File: config.mk
export PLATFORM = sky130hd
export DESIGN_NAME = pulse_stretch
export DESIGN_NICKNAME = d
export VERILOG_FILES = /design/src/rtl/pulse_stretch.sv
export SDC_FILE = /design/constraint.sdc
export NUM_CORES = 1
export LEC_CHECK = 0
export CAP_MARGIN = 20
export CELL_PAD_IN_SITES_DETAIL_PLACEMENT = 0
export CELL_PAD_IN_SITES_GLOBAL_PLACEMENT = 1
export CORE_MARGIN = 4
export CORE_UTILIZATION = 25
export CTS_CLUSTER_SIZE = 12
export DETAILED_ROUTE_END_ITERATION = 6
export MAX_ROUTING_LAYER = met4
export PLACE_DENSITY_LB_ADDON = 0.3
export SLEW_MARGIN = 20
export SYNTH_ARGS = -nofsm -noshare
export SYNTH_HDL_FRONTEND = slang
export SYNTH_SLANG_ARGS = --single-unit
File: constraint.sdc
create_clock -name clk_in -period 2.4 [get_ports clk_in]
set_input_delay 0.48 -clock clk_in [delete_from_list [all_inputs] [get_ports clk_in]]
set_output_delay 0.48 -clock clk_in [all_outputs]
set_load 0.02 [all_outputs]
File: src/rtl/pulse_stretch.sv
// Stretches single-cycle event strobes into fixed-length LED blinks separated by a minimum off gap.
// Define PULSE_STRETCH_QUEUE_EN to count events that arrive while busy and replay them as extra blinks.
module pulse_stretch #(
  parameter int HOLD_CYC = 250,
  parameter int GAP_CYC  = 100,
  parameter int CNT_W    = 4
) (
  input  logic             clk_in,
  input  logic             reset,
  input  logic             pulse_in,
  output logic             led_out,
  output logic             busy,
  output logic [CNT_W-1:0] pend,
  output logic             ovf
);

  localparam int MAXC = (HOLD_CYC > GAP_CYC) ? HOLD_CYC : GAP_CYC;
  localparam int CW   = (MAXC > 1) ? $clog2(MAXC) : 1;
  localparam logic [CW-1:0] HOLD_LD = CW'(HOLD_CYC - 1);
  localparam logic [CW-1:0] GAP_LD  = CW'(GAP_CYC - 1);

  typedef enum logic [1:0] {IDLE, HOLD, GAP} state_e;

  state_e        state_q, state_d;
  logic [CW-1:0] cnt_q, cnt_d;
  logic          led_q, led_d;
  logic          busy_q, busy_d;
  logic          last_gap;
  logic          due;

  assign last_gap = (state_q == GAP) && (cnt_q == '0);

`ifdef PULSE_STRETCH_QUEUE_EN
  logic [CNT_W-1:0] pend_q, pend_d;
  logic             ovf_q, ovf_d;

  assign due = (pend_q != '0);

  // At a GAP end with events queued, one is consumed; a coincident pulse re-fills it.
  always_comb begin
    pend_d = pend_q;
    ovf_d  = ovf_q;
    if (state_q != IDLE) begin
      if (last_gap && due) begin
        if (!pulse_in) pend_d = pend_q - CNT_W'(1);
      end else if (pulse_in && !last_gap) begin
        if (pend_q == {CNT_W{1'b1}}) ovf_d = 1'b1;
        else                         pend_d = pend_q + CNT_W'(1);
      end
    end
  end

  always_ff @(posedge clk_in or posedge reset) begin
    if (reset) begin
      pend_q <= '0;
      ovf_q  <= 1'b0;
    end else begin
      pend_q <= pend_d;
      ovf_q  <= ovf_d;
    end
  end

  assign pend = pend_q;
  assign ovf  = ovf_q;
`else
  assign due  = 1'b0;
  assign pend = '0;
  assign ovf  = 1'b0;
`endif

  always_comb begin
    state_d = state_q;
    cnt_d   = cnt_q;
    case (state_q)
      IDLE: begin
        if (pulse_in) begin
          state_d = HOLD;
          cnt_d   = HOLD_LD;
        end
      end
      HOLD: begin
        if (cnt_q == '0) begin
          state_d = GAP;
          cnt_d   = GAP_LD;
        end else begin
          cnt_d = cnt_q - CW'(1);
        end
      end
      GAP: begin
        if (last_gap) begin
          if (pulse_in || due) begin
            state_d = HOLD;
            cnt_d   = HOLD_LD;
          end else begin
            state_d = IDLE;
          end
        end else begin
          cnt_d = cnt_q - CW'(1);
        end
      end
      default: begin
        state_d = IDLE;
        cnt_d   = '0;
      end
    endcase
    led_d  = (state_d == HOLD);
    busy_d = (state_d != IDLE);
  end

  always_ff @(posedge clk_in or posedge reset) begin
    if (reset) begin
      state_q <= IDLE;
      cnt_q   <= '0;
      led_q   <= 1'b0;
      busy_q  <= 1'b0;
    end else begin
      state_q <= state_d;
      cnt_q   <= cnt_d;
      led_q   <= led_d;
      busy_q  <= busy_d;
    end
  end

  assign led_out = led_q;
  assign busy    = busy_q;

endmodule
# Word level (Yosys, flattened, before mapping)
# Cells that the tools add are included.
[classes] add_sub_neg=1 multipliers=0 div=0 magnitude_cmp=0 eq_ne=3 n_shift=0 n_mux=9 bitwise_logic=0 reduce_logical=4
[op_table] op="$mux W8" count=3
[op_table] op="$pmux W8 S3" count=1
[op_table] op="$logic_not A8 Y1" count=1
[op_table] op="$sub A8 B1 Y8 const B" count=1
[op_table] op="$mux W2" count=3
[op_table] op="$pmux W2 S3" count=1
[op_table] op="$eq A2 B1 Y1 const B" count=2
[op_table] op="$eq A2 B2 Y1 const B" count=1
[op_table] op="$logic_not A2 Y1" count=1
[op_table] op="$reduce_bool A2 Y1" count=1
[op_table] op="$logic_and A1 B1 Y1" count=1
[op_table] op="$mux W1" count=1
[word_totals] register_bits=12 latch_bits=0 ramBits=0 rom_bits=0 in_bits=3 output_inout_bits=7 word_cells=21 n_memories=0

# Logic depth before layout (Yosys ltp)
# Gate-level depths: netlist of run 1.
[depth] depth_word=5 mapped_depth=6

# Least setup slack after synthesis of run 1
# No wires, ideal clock.
[synth_path] kind="reg2reg" startpoint="reg cnt_q[3]" endpoint="reg cnt_q[0]" setup_time_ps=123 arrival_time_ps=1579 t_required_ps=2277 path_slack_ps=698 stages_incl_launch_ff=6 n_path_buf=1 cell_sequence="dfrtp_1 buf_6 or4_4 nor3_4 and4_1 nor4_2"
[synth_between] elab_chain_len=4 word_cells_on_any_way=5 cone_classes="mux: 3; reduce/logical: 2"
[synth_rtl] item="from (decl)" line_no="25" source="logic [CW-1:0] cnt_q, cnt_d;"
[synth_rtl] item="from (signal assigned)" line_no="118" source="cnt_q <= cnt_d;"
[synth_rtl] item="$logic_not A8 Y1 *" line_no="31, 82"
[synth_rtl] item="$logic_and A1 B1 Y1" line_no="31" source="assign last_gap = (state_q == GAP) && (cnt_q == '0);"
[synth_rtl] item="$mux W8" line_no="90" source="if (last_gap) begin"
[synth_rtl] item="$pmux W8 S3 *" line_no="74" source="case (state_q)"
[synth_rtl] item="via cnt_d[0]" line_no="25"
# The timed path passes the listed nets; every way through them passes the cells marked *.

# Final worst setup path of run 1
[layout_path] startpoint="reg cnt_q[0]" endpoint="reg cnt_q[4]"
[layout_between] elab_chain_len=4 word_cells_on_any_way=6 cone_classes="add/sub: 1; mux: 3; reduce/logical: 2"
[layout_rtl] item="parallel branches: the longest is 3 deep, another holds $sub A8 B1 Y8"
[layout_rtl] item="$pmux W8 S3 *" line_no="74"
[layout_rtl] item="via cnt_d[4]" line_no="25"
# Mark *: on every way through the listed nets, which the timed path passes.

==> impl_metrics.env, run 1 <==
export IMPL_status="finished clean"
export IMPL_cpPeakStageDelay_ns=0.41
export IMPL_fp_coreArea_um2=3130
export IMPL_post_cts_setup_buffers=0
export IMPL_startpoint_type="register"
export IMPL_die_y_um=65.8
export IMPL_syn2layout_area_growth_pct=10.2
export IMPL_cts_sinks=12
export IMPL_arrival_ns=2.09
export IMPL_routedWlPerCell_um=13.4
export IMPL_clock_latency_ns=0.27
export IMPL_grt_overflow=0
export IMPL_synth_edf_count=0
export IMPL_slowest_stage="dfrtp_1"
export IMPL_drive_gt1_share_pct=12.8
export IMPL_routabilityCongestion=0.751
export IMPL_fin_skew_ns=0.00283
export IMPL_crit_chain="inv_1 -> ha_1 -> nor3b_1 -> nand2_1 -> a21o_1 -> a221oi_1"
export IMPL_die_width_um=65.8
export IMPL_end_kind="register"
export IMPL_finalHoldViolations=0
export IMPL_drt_iter0_drc=42
export IMPL_grt_first_pass_wirelength_um=3180
export IMPL_cap_violations=0
export IMPL_yosysMostFrequentCell="dfrtp_1"
export IMPL_finalSetupTns_ns=0
export IMPL_ir_drop_v=0.000151
export IMPL_grt_pass1_vias=622
export IMPL_avgSynthCellArea_um2=9.07
export IMPL_cts_resized=0
export IMPL_worst_slew_pin_slew_ns=0.551
export IMPL_slew_headroom_pct=63.3
export IMPL_path_delay_family="compound AO/OA/AOI/OAI gates"
export IMPL_stdcell_count=138
export IMPL_grt_start_max_net_pins=21
export IMPL_power_leakage_uw=0.000372
export IMPL_max_freq_ghz=0.523
export IMPL_grt_most_used_layer="met2"
export IMPL_synthDistinctLibCells=39
export IMPL_cts_max_level=1
export IMPL_power_density_nw_per_um2=969
export IMPL_numCtsBuffers=3
export IMPL_cts_clk_slew_worst_paths_ns=0.08
export IMPL_cp_required_ns=2.58
export IMPL_ys_async_sr_fraction_pct=100
export IMPL_synth_area_um2=835
export IMPL_grt_setup_unrepaired="no"
export IMPL_rows=20
export IMPL_grt_util_met3_pct=1.53
export IMPL_die_area_um2=4330
export IMPL_dp_cells=134
export IMPL_fin_crit_sh_pct=79.7
export IMPL_vias=679
export IMPL_final_min_clock_period_ns=1.91
export IMPL_synth_flop_cell="dfrtp_1"
export IMPL_worstPathMaxFanout=6
export IMPL_cts_tree="built"
export IMPL_synthTopCellsByCount="dfrtp_1, inv_1, nand2_1, nor2_1"
export IMPL_met2_usage_pct=13.9
export IMPL_io_buffer_count=4
export IMPL_ys_warn_count=0
export IMPL_final_max_slew_viol_count=0
export IMPL_totalWireLength_um=1850
export IMPL_dr_pass1_iters=4
export IMPL_drc=0
export IMPL_synth_area_leaders="dfrtp_1, buf_4, inv_1"
export IMPL_n_antenna_cell=0
export IMPL_setup_viol=0
export IMPL_met1_usage_pct=13.1
export IMPL_yosys_area_top_type_share_pct=36.0
export IMPL_cts_root_buf="clkbuf_4"
export IMPL_antenna_found_initial=0
export IMPL_clock_path_buffers=2
export IMPL_pin_count=10
export IMPL_start_util_pct=26.7
export IMPL_path_buf_inv=1
export IMPL_yosysSeqAreaShare_pct=36.0
export IMPL_place_hpwl_um=1310
export IMPL_finalNetCount=99
export IMPL_cts_hold_buf=0
export IMPL_hp_class="primary input to asynchronous set/reset pin"
export IMPL_synthCells=92
export IMPL_via_per_inst=4.92
export IMPL_ys_ff_latch=12
export IMPL_antenna_left=0
export IMPL_track_usage_pct=10.0
export IMPL_crit_type="register to register"
export IMPL_synth_top_area_cell="dfrtp_1"
[sequential cells by signal, summed over array words and instances (netlist names)]
name	cells
busy	1
cnt_q	8
led_out	1
state_q	2
[through the flow]
stage	util [%]	total power, uW	hold WS (ns)	setup slack (ns)	area (um2)
finish	29.4	892	0.528	0.488	920
global route	29.4	976	0.562	0.322	920
CTS	29.4	904	0.533	0.518	920
detailed placement	28.2	731	0.586	0.545	883
global placement	28.2	734	0.585	0.538	883
floorplan	-	679	0.345	0.698	850
[power breakdown]
part	switching, uW	total, uW	internal, uW
sequential	117	392	275
clock	72.9	165	92.2
combinational	161	334	173
total	351	892	541
[path summary, 6_finish.rpt]
check | slack, ns | end | cells past startpoint | start
worst min-delay path | 0.53 | busy$_DFF_PP0_ | 2 | reset
worst max-delay path | 0.49 | cnt_q[4]$_DFF_PP0_ | 6 | cnt_q[0]$_DFF_PP0_
worst min register to register | 0.60 | cnt_q[2]$_DFF_PP0_ | 2 | cnt_q[2]$_DFF_PP0_
worst max register to register | 0.49 | cnt_q[4]$_DFF_PP0_ | 6 | cnt_q[0]$_DFF_PP0_
min in group clk_in | 0.60 | cnt_q[2]$_DFF_PP0_ | 2 | cnt_q[2]$_DFF_PP0_
max in group asynchronous | 1.53 | cnt_q[1]$_DFF_PP0_ | 2 | reset
[placed cells by master (no fill, tap or decap), types with 2 or more instances in the layout]
master	count
dfrtp_1	12
inv_1	7
nor2_1	6
nand2_1	6
o21ai_0	5
conb_1	5
a21oi_1	4
clkdlybuf4s50_1	4
xnor2_1	3
a221oi_1	3
a31oi_1	3
clkbuf_4	3
nand2b_1	2
and3_1	2
a21o_1	2
o211a_1	2
o211ai_1	2
o21a_1	2
[routing by layer]
layer / vias up / wire [um]
met5: - / 0
met3: 2 / 86
met4: 0 / 25
li1: 330 / -
met2: 25 / 881
met1: 322 / 855
[cell type report]
cell class / instances / area (um2)
multi-input combinational: 66 / 454
inverter: 7 / 26.3
fill: 340 / 2210
sequential: 12 / 300
clock buffer: 4 / 36.3
tap: 44 / 55.1
timing repair buffer: 5 / 47.5
[cell families after synthesis]
logic type	Yosys count	synth area share, %
AO/OA/AOI/OAI	28	23.1
AND/OR/NAND/NOR	28	23.4
XOR/XNOR	4	4.20
flip-flops	12	36.0
adder cells (fa/ha/maj)	1	1.50
buffers and inverters	18	11.4
other	1	0.449
[worst register-to-register path: stages, from the launching register on]
cell and delay (ns):
dfrtp_1 0.41, inv_1 0.12, ha_1 0.25, nor3b_1 0.29, nand2_1 0.22, a21o_1 0.25
a221oi_1 0.27
(Power assumes the default switching activity.)
==> inputs of run 2 (changes only) <==
==> constraint.sdc (replaced) <==
create_clock -name clk_in -period 2 [get_ports clk_in]
set_input_delay 0.4 -clock clk_in [delete_from_list [all_inputs] [get_ports clk_in]]
set_output_delay 0.4 -clock clk_in [all_outputs]
set_load 0.02 [all_outputs]
==> run 2 against run 1 <==
Effect of this change:
- worst setup slack worse by 0.29 ns
- count of clock-buffer cells in the layout unchanged
- combinational power up 40%
- utilization up 1.8 points
- sequential share of layout area down 1.9 points
- fmax up 6.0%
- clock power up 24%
- register-to-register slack worse by 0.29 ns
- power up 27%
- non-clock buffer count up 7
- global-route usage up 0.30 points
- critical path depth down 2
- critical path type unchanged
==> impl_metrics.env, run 2 (same netlist as run 1, synthesis figures left out) <==
export IMPL_status="finished clean"
export IMPL_antenna_left=0
export IMPL_r2r_start="cnt_q[5]$_DFF_PP0_"
export IMPL_io_buffer_count=4
export IMPL_cap_violations=0
export IMPL_finalSetupTns_ns=0
export IMPL_largestRegisters="cnt_q: 8 flops, state_q: 2 flops"
export IMPL_final_common_cell="dfrtp_1"
export IMPL_largest_reg_flops=8
export IMPL_track_usage_pct=10.3
export IMPL_grt_overflow=0
export IMPL_setup_viol=0
export IMPL_finalHoldViolations=0
export IMPL_clock_latency_ns=0.28
export IMPL_grt_start_max_net_pins=20
export IMPL_crit_cells=4
export IMPL_cp_required_ns=2.17
export IMPL_antenna_found_initial=0
export IMPL_vias=700
export IMPL_end_kind="register"
export IMPL_die_y_um=65.8
export IMPL_slowest_stage="or4_4"
export IMPL_totalWireLength_um=1880
export IMPL_ir_drop_v=0.000187
export IMPL_fp_coreArea_um2=3130
export IMPL_dr_pass1_iters=4
export IMPL_fin_skew_ns=0.00152
export IMPL_r2r_end="cnt_q[0]$_DFF_PP0_"
export IMPL_worstPathMaxFanout=7
export IMPL_via_per_inst=4.83
export IMPL_top_register="cnt_q"
export IMPL_drt_iter0_drc=36
export IMPL_power_leakage_uw=0.000407
export IMPL_startpoint_type="register"
export IMPL_ff2ff_setup_slack_ns=0.20
export IMPL_cts_tree="built"
export IMPL_grt_pass1_vias=663
export IMPL_power_density_nw_per_um2=1160
export IMPL_utilization_pct=31.2
export IMPL_cts_clk_slew_worst_paths_ns=0.08
export IMPL_pin_count=10
export IMPL_grt_setup_unrepaired="no"
export IMPL_numCtsBuffers=3
export IMPL_cts_sinks=12
export IMPL_final_min_clock_period_ns=1.80
export IMPL_routabilityCongestion=0.762
export IMPL_path_buf_inv=0
export IMPL_start_util_pct=26.7
export IMPL_place_hpwl_um=1340
export IMPL_die_width_um=65.8
export IMPL_cpPeakStageDelay_ns=0.58
export IMPL_drc=0
export IMPL_clock_path_buffers=2
export IMPL_rows=20
export IMPL_cts_hold_buf=0
export IMPL_fin_crit_sh_pct=90.2
export IMPL_path_delay_family="simple AND/OR/NAND/NOR gates"
export IMPL_arrival_ns=1.98
export IMPL_crit_type="register to register"
export IMPL_final_max_slew_viol_count=0
export IMPL_die_area_um2=4330
export IMPL_syn2layout_area_growth_pct=17.1
export IMPL_drive_gt1_share_pct=19.8
export IMPL_grt_first_pass_wirelength_um=3190
export IMPL_routedWlPerCell_um=13.0
export IMPL_cts_max_level=1
export IMPL_rr_worst_depth=4
export IMPL_n_antenna_cell=0
export IMPL_cts_root_buf="clkbuf_4"
export IMPL_finalNetCount=106
export IMPL_hp_class="primary input to asynchronous set/reset pin"
export IMPL_max_freq_ghz=0.554
export IMPL_fillerInstances=334
export IMPL_layout_common_cells="dfrtp_1, buf_4, inv_1, nor2_1, nand2_1"
export IMPL_crit_chain="or4_4 -> nor3_4 -> and4_1 -> nor4_2"
[run 2: layout make-up]
type,instances,area [um2],area share (%)
multi-input combinational,66,459,47.0
sequential,12,300,30.7
timing repair buffer,12,100,10.2
tap,44,55.1,5.63
clock buffer,4,36.3,3.71
inverter,7,26.3,2.69
[run 2: timing repair]
action,in CTS,in global routing
buffers inserted,0,2
setup endpoints to repair,0,1
resized for setup,0,1
[run 2: worst max path at each step]
stage | startpoint | end | slack [ns]
floorplan | cnt_q[3]$_DFF_PP0_ | cnt_q[0]$_DFF_PP0_ | 0.30
global placement | cnt_q[5]$_DFF_PP0_ | cnt_q[0]$_DFF_PP0_ | 0.20
detailed placement | cnt_q[0]$_DFF_PP0_ | cnt_q[3]$_DFF_PP0_ | 0.19
CTS | cnt_q[0]$_DFF_PP0_ | cnt_q[3]$_DFF_PP0_ | 0.16
global route | cnt_q[0]$_DFF_PP0_ | cnt_q[4]$_DFF_PP0_ | 0.03
finish | cnt_q[5]$_DFF_PP0_ | cnt_q[0]$_DFF_PP0_ | 0.20
[run 2: worst reg2reg max path, cell delays in order (launching register included)]
cell	delay [ns]
dfrtp_1	0.47
or4_4	0.58
nor3_4	0.34
and4_1	0.26
nor4_2	0.05
[run 2: per-stage QoR]
stage	hold WS [ns]	std cells	power (uW)	area (um2)	worst slack [ns]
after floorplan	0.265	96	815	850	0.298
after global placement	0.599	139	924	921	0.196
after detailed placement	0.587	139	919	921	0.195
after CTS	0.456	143	1130	957	0.159
after global routing	0.476	145	1230	977	0.0255
final	0.424	145	1130	977	0.196
[run 2: per-layer routing]
metal	GRT usage, %	vias to the layer above	part of all wire, %
met2	15.5	17	50
met1	12.3	338	45
li1	-	342	-
met4	7.25	0	1.2
met5	-	-	0
met3	2.04	3	3.5
[run 2: report_power, final]
part           total [uW]  internal, uW  switching, uW
Sequential            459           330            128
Combinational         469           242            227
Clock                 205           111           94.0
Total                1130           683            449
==> inputs of run 3 (changes only) <==
--- a/config.mk
+++ b/config.mk
@@ -13,7 +13,7 @@
 export CTS_CLUSTER_SIZE = 12
 export DETAILED_ROUTE_END_ITERATION = 6
 export MAX_ROUTING_LAYER = met4
-export PLACE_DENSITY_LB_ADDON = 0.3
+export PLACE_DENSITY_LB_ADDON = 0.1
 export SLEW_MARGIN = 20
 export SYNTH_ARGS = -nofsm -noshare
 export SYNTH_HDL_FRONTEND = slang
==> run 3 against run 2 <==
Effect of this change:
- power down 1.9%
- hold slack improved by 0.012 ns
- first-iteration DRC count is 50% lower
- sequential share of layout area rose by 0.40 points
- via count fell by 1.6%
- critical endpoint unchanged
- non-clock buffer count shrank 1
- cell area decreased by 1.3%
- sequential cell count did not move
- highest routed layer unchanged
- clock skew grew 0.0017 ns
==> impl_metrics.env, run 3 (same netlist as run 1, synthesis figures left out) <==
export IMPL_crit_type="register to register"
export IMPL_die_width_um=65.8
export IMPL_grt_start_max_net_pins=20
export IMPL_ir_drop_v=0.000391
export IMPL_final_max_slew_viol_count=0
export IMPL_setup_viol=0
export IMPL_final_min_clock_period_ns=1.86
export IMPL_clock_latency_ns=0.28
export IMPL_grt_overflow=0
export IMPL_fin_hold_ws_ns=0.436
export IMPL_grt_first_pass_wirelength_um=3330
export IMPL_seqCellArea_um2=300
export IMPL_syn2layout_area_growth_pct=15.6
export IMPL_clock_path_buffers=2
export IMPL_track_usage_pct=10.4
export IMPL_start_util_pct=26.7
export IMPL_fillerInstances=334
export IMPL_power_density_nw_per_um2=1150
export IMPL_cts_max_level=1
export IMPL_final_common_cell="dfrtp_1"
export IMPL_drive_gt1_share_pct=18.0
export IMPL_arrival_ns=2.03
export IMPL_multiInputGateArea_um2=454
export IMPL_finalSetupTns_ns=0
export IMPL_routedWlPerCell_um=13.9
export IMPL_cts_resized=0
export IMPL_antenna_left=0
export IMPL_fp_coreArea_um2=3130
export IMPL_status="finished clean"
export IMPL_total_power_uw=1110
export IMPL_cp_required_ns=2.17
export IMPL_die_area_um2=4330
export IMPL_hp_class="primary input to asynchronous set/reset pin"
export IMPL_rows=20
export IMPL_post_cts_setup_buffers=0
export IMPL_largest_reg_flops=8
export IMPL_n_antenna_cell=0
export IMPL_cts_clk_slew_worst_paths_ns=0.09
export IMPL_worstPathMaxFanout=7
export IMPL_cts_root_buf="clkbuf_4"
export IMPL_fin_crit_sh_pct=92.9
export IMPL_top_register="cnt_q"
export IMPL_dr_pass1_iters=4
export IMPL_numCtsBuffers=3
export IMPL_cts_hold_buf=0
export IMPL_grt_pass1_vias=677
export IMPL_grt_setup_unrepaired="no"
export IMPL_vias=689
export IMPL_fin_skew_ns=0.00326
export IMPL_cts_tree="built"
export IMPL_largestRegisters="cnt_q: 8 flops, state_q: 2 flops"
export IMPL_setup_ws_ns=0.143
export IMPL_finalHoldViolations=0
export IMPL_max_freq_ghz=0.538
export IMPL_cap_violations=0
export IMPL_antenna_found_initial=0
export IMPL_drt_iter0_drc=18
export IMPL_pre_cts_ws_ns=0.162
export IMPL_layout_common_cells="dfrtp_1, inv_1, buf_4, nor2_1, nand2_1"
export IMPL_drc=0
export IMPL_startpoint_type="register"
export IMPL_pin_count=10
export IMPL_cts_sinks=12
export IMPL_via_per_inst=4.78
export IMPL_place_hpwl_um=1510
export IMPL_io_buffer_count=4
export IMPL_finalNetCount=105
export IMPL_power_leakage_uw=0.000402
export IMPL_end_kind="register"
export IMPL_die_y_um=65.8
export IMPL_totalWireLength_um=2010
export IMPL_routabilityCongestion=0.825
-- run 3: cell count changes in the layout (fill, tap and decap cells not counted), sizes merged --
cell	delta
buf	-1
-- run 3: worst paths after layout --
| path | cells past startpoint | to | slack (ns) | startpoint |
|---|---|---|---|---|
| max | 4 | cnt_q[0]$_DFF_PP0_ | 0.14 | cnt_q[3]$_DFF_PP0_ |
| min | 2 | cnt_q[0]$_DFF_PP0_ | 0.44 | reset |
| max reg2reg | 4 | cnt_q[0]$_DFF_PP0_ | 0.14 | cnt_q[3]$_DFF_PP0_ |
| min reg2reg | 1 | busy$_DFF_PP0_ | 0.58 | state_q[0]$_DFF_PP0_ |
| max in group asynchronous | 2 | led_out$_DFF_PP0_ | 1.23 | reset |
| min in group clk_in | 1 | busy$_DFF_PP0_ | 0.58 | state_q[0]$_DFF_PP0_ |
-- run 3: per-layer routing --
layer  global-route usage, %  wire (um)  vias up
li1                        -          -      335
met1                    13.6        958      336
met2                    15.0        960       16
met3                    2.04         68        2
met4                    5.96         19        0
met5                       -          0        -
-- run 3: critical path: stages, from the launching register on --
cell	delay, ns
dfrtp_1	0.48
or4_4	0.61
nor3_4	0.35
and4_1	0.26
nor4_2	0.05
-- run 3: area by class of cell --
type	count	share of cell area [%]
multi-input combinational	66	47.1
tap	44	5.71
timing repair buffer	11	9.60
clock buffer	4	3.76
sequential	12	31.1
inverter	7	2.72
-- run 3: power by group --
group          internal [uW]  leakage, uW  switching (uW)
logic                    236     0.000249             203
registers                330     0.000132             140
clock network            111    0.0000210            91.0
-- run 3: through the flow --
step,util [%],std cells,area (um2)
floorplan,-,96,850
global route,30.8,144,965
detailed placement,29.7,140,928
global placement,29.7,140,928
CTS,30.8,144,965
finish,30.8,144,965
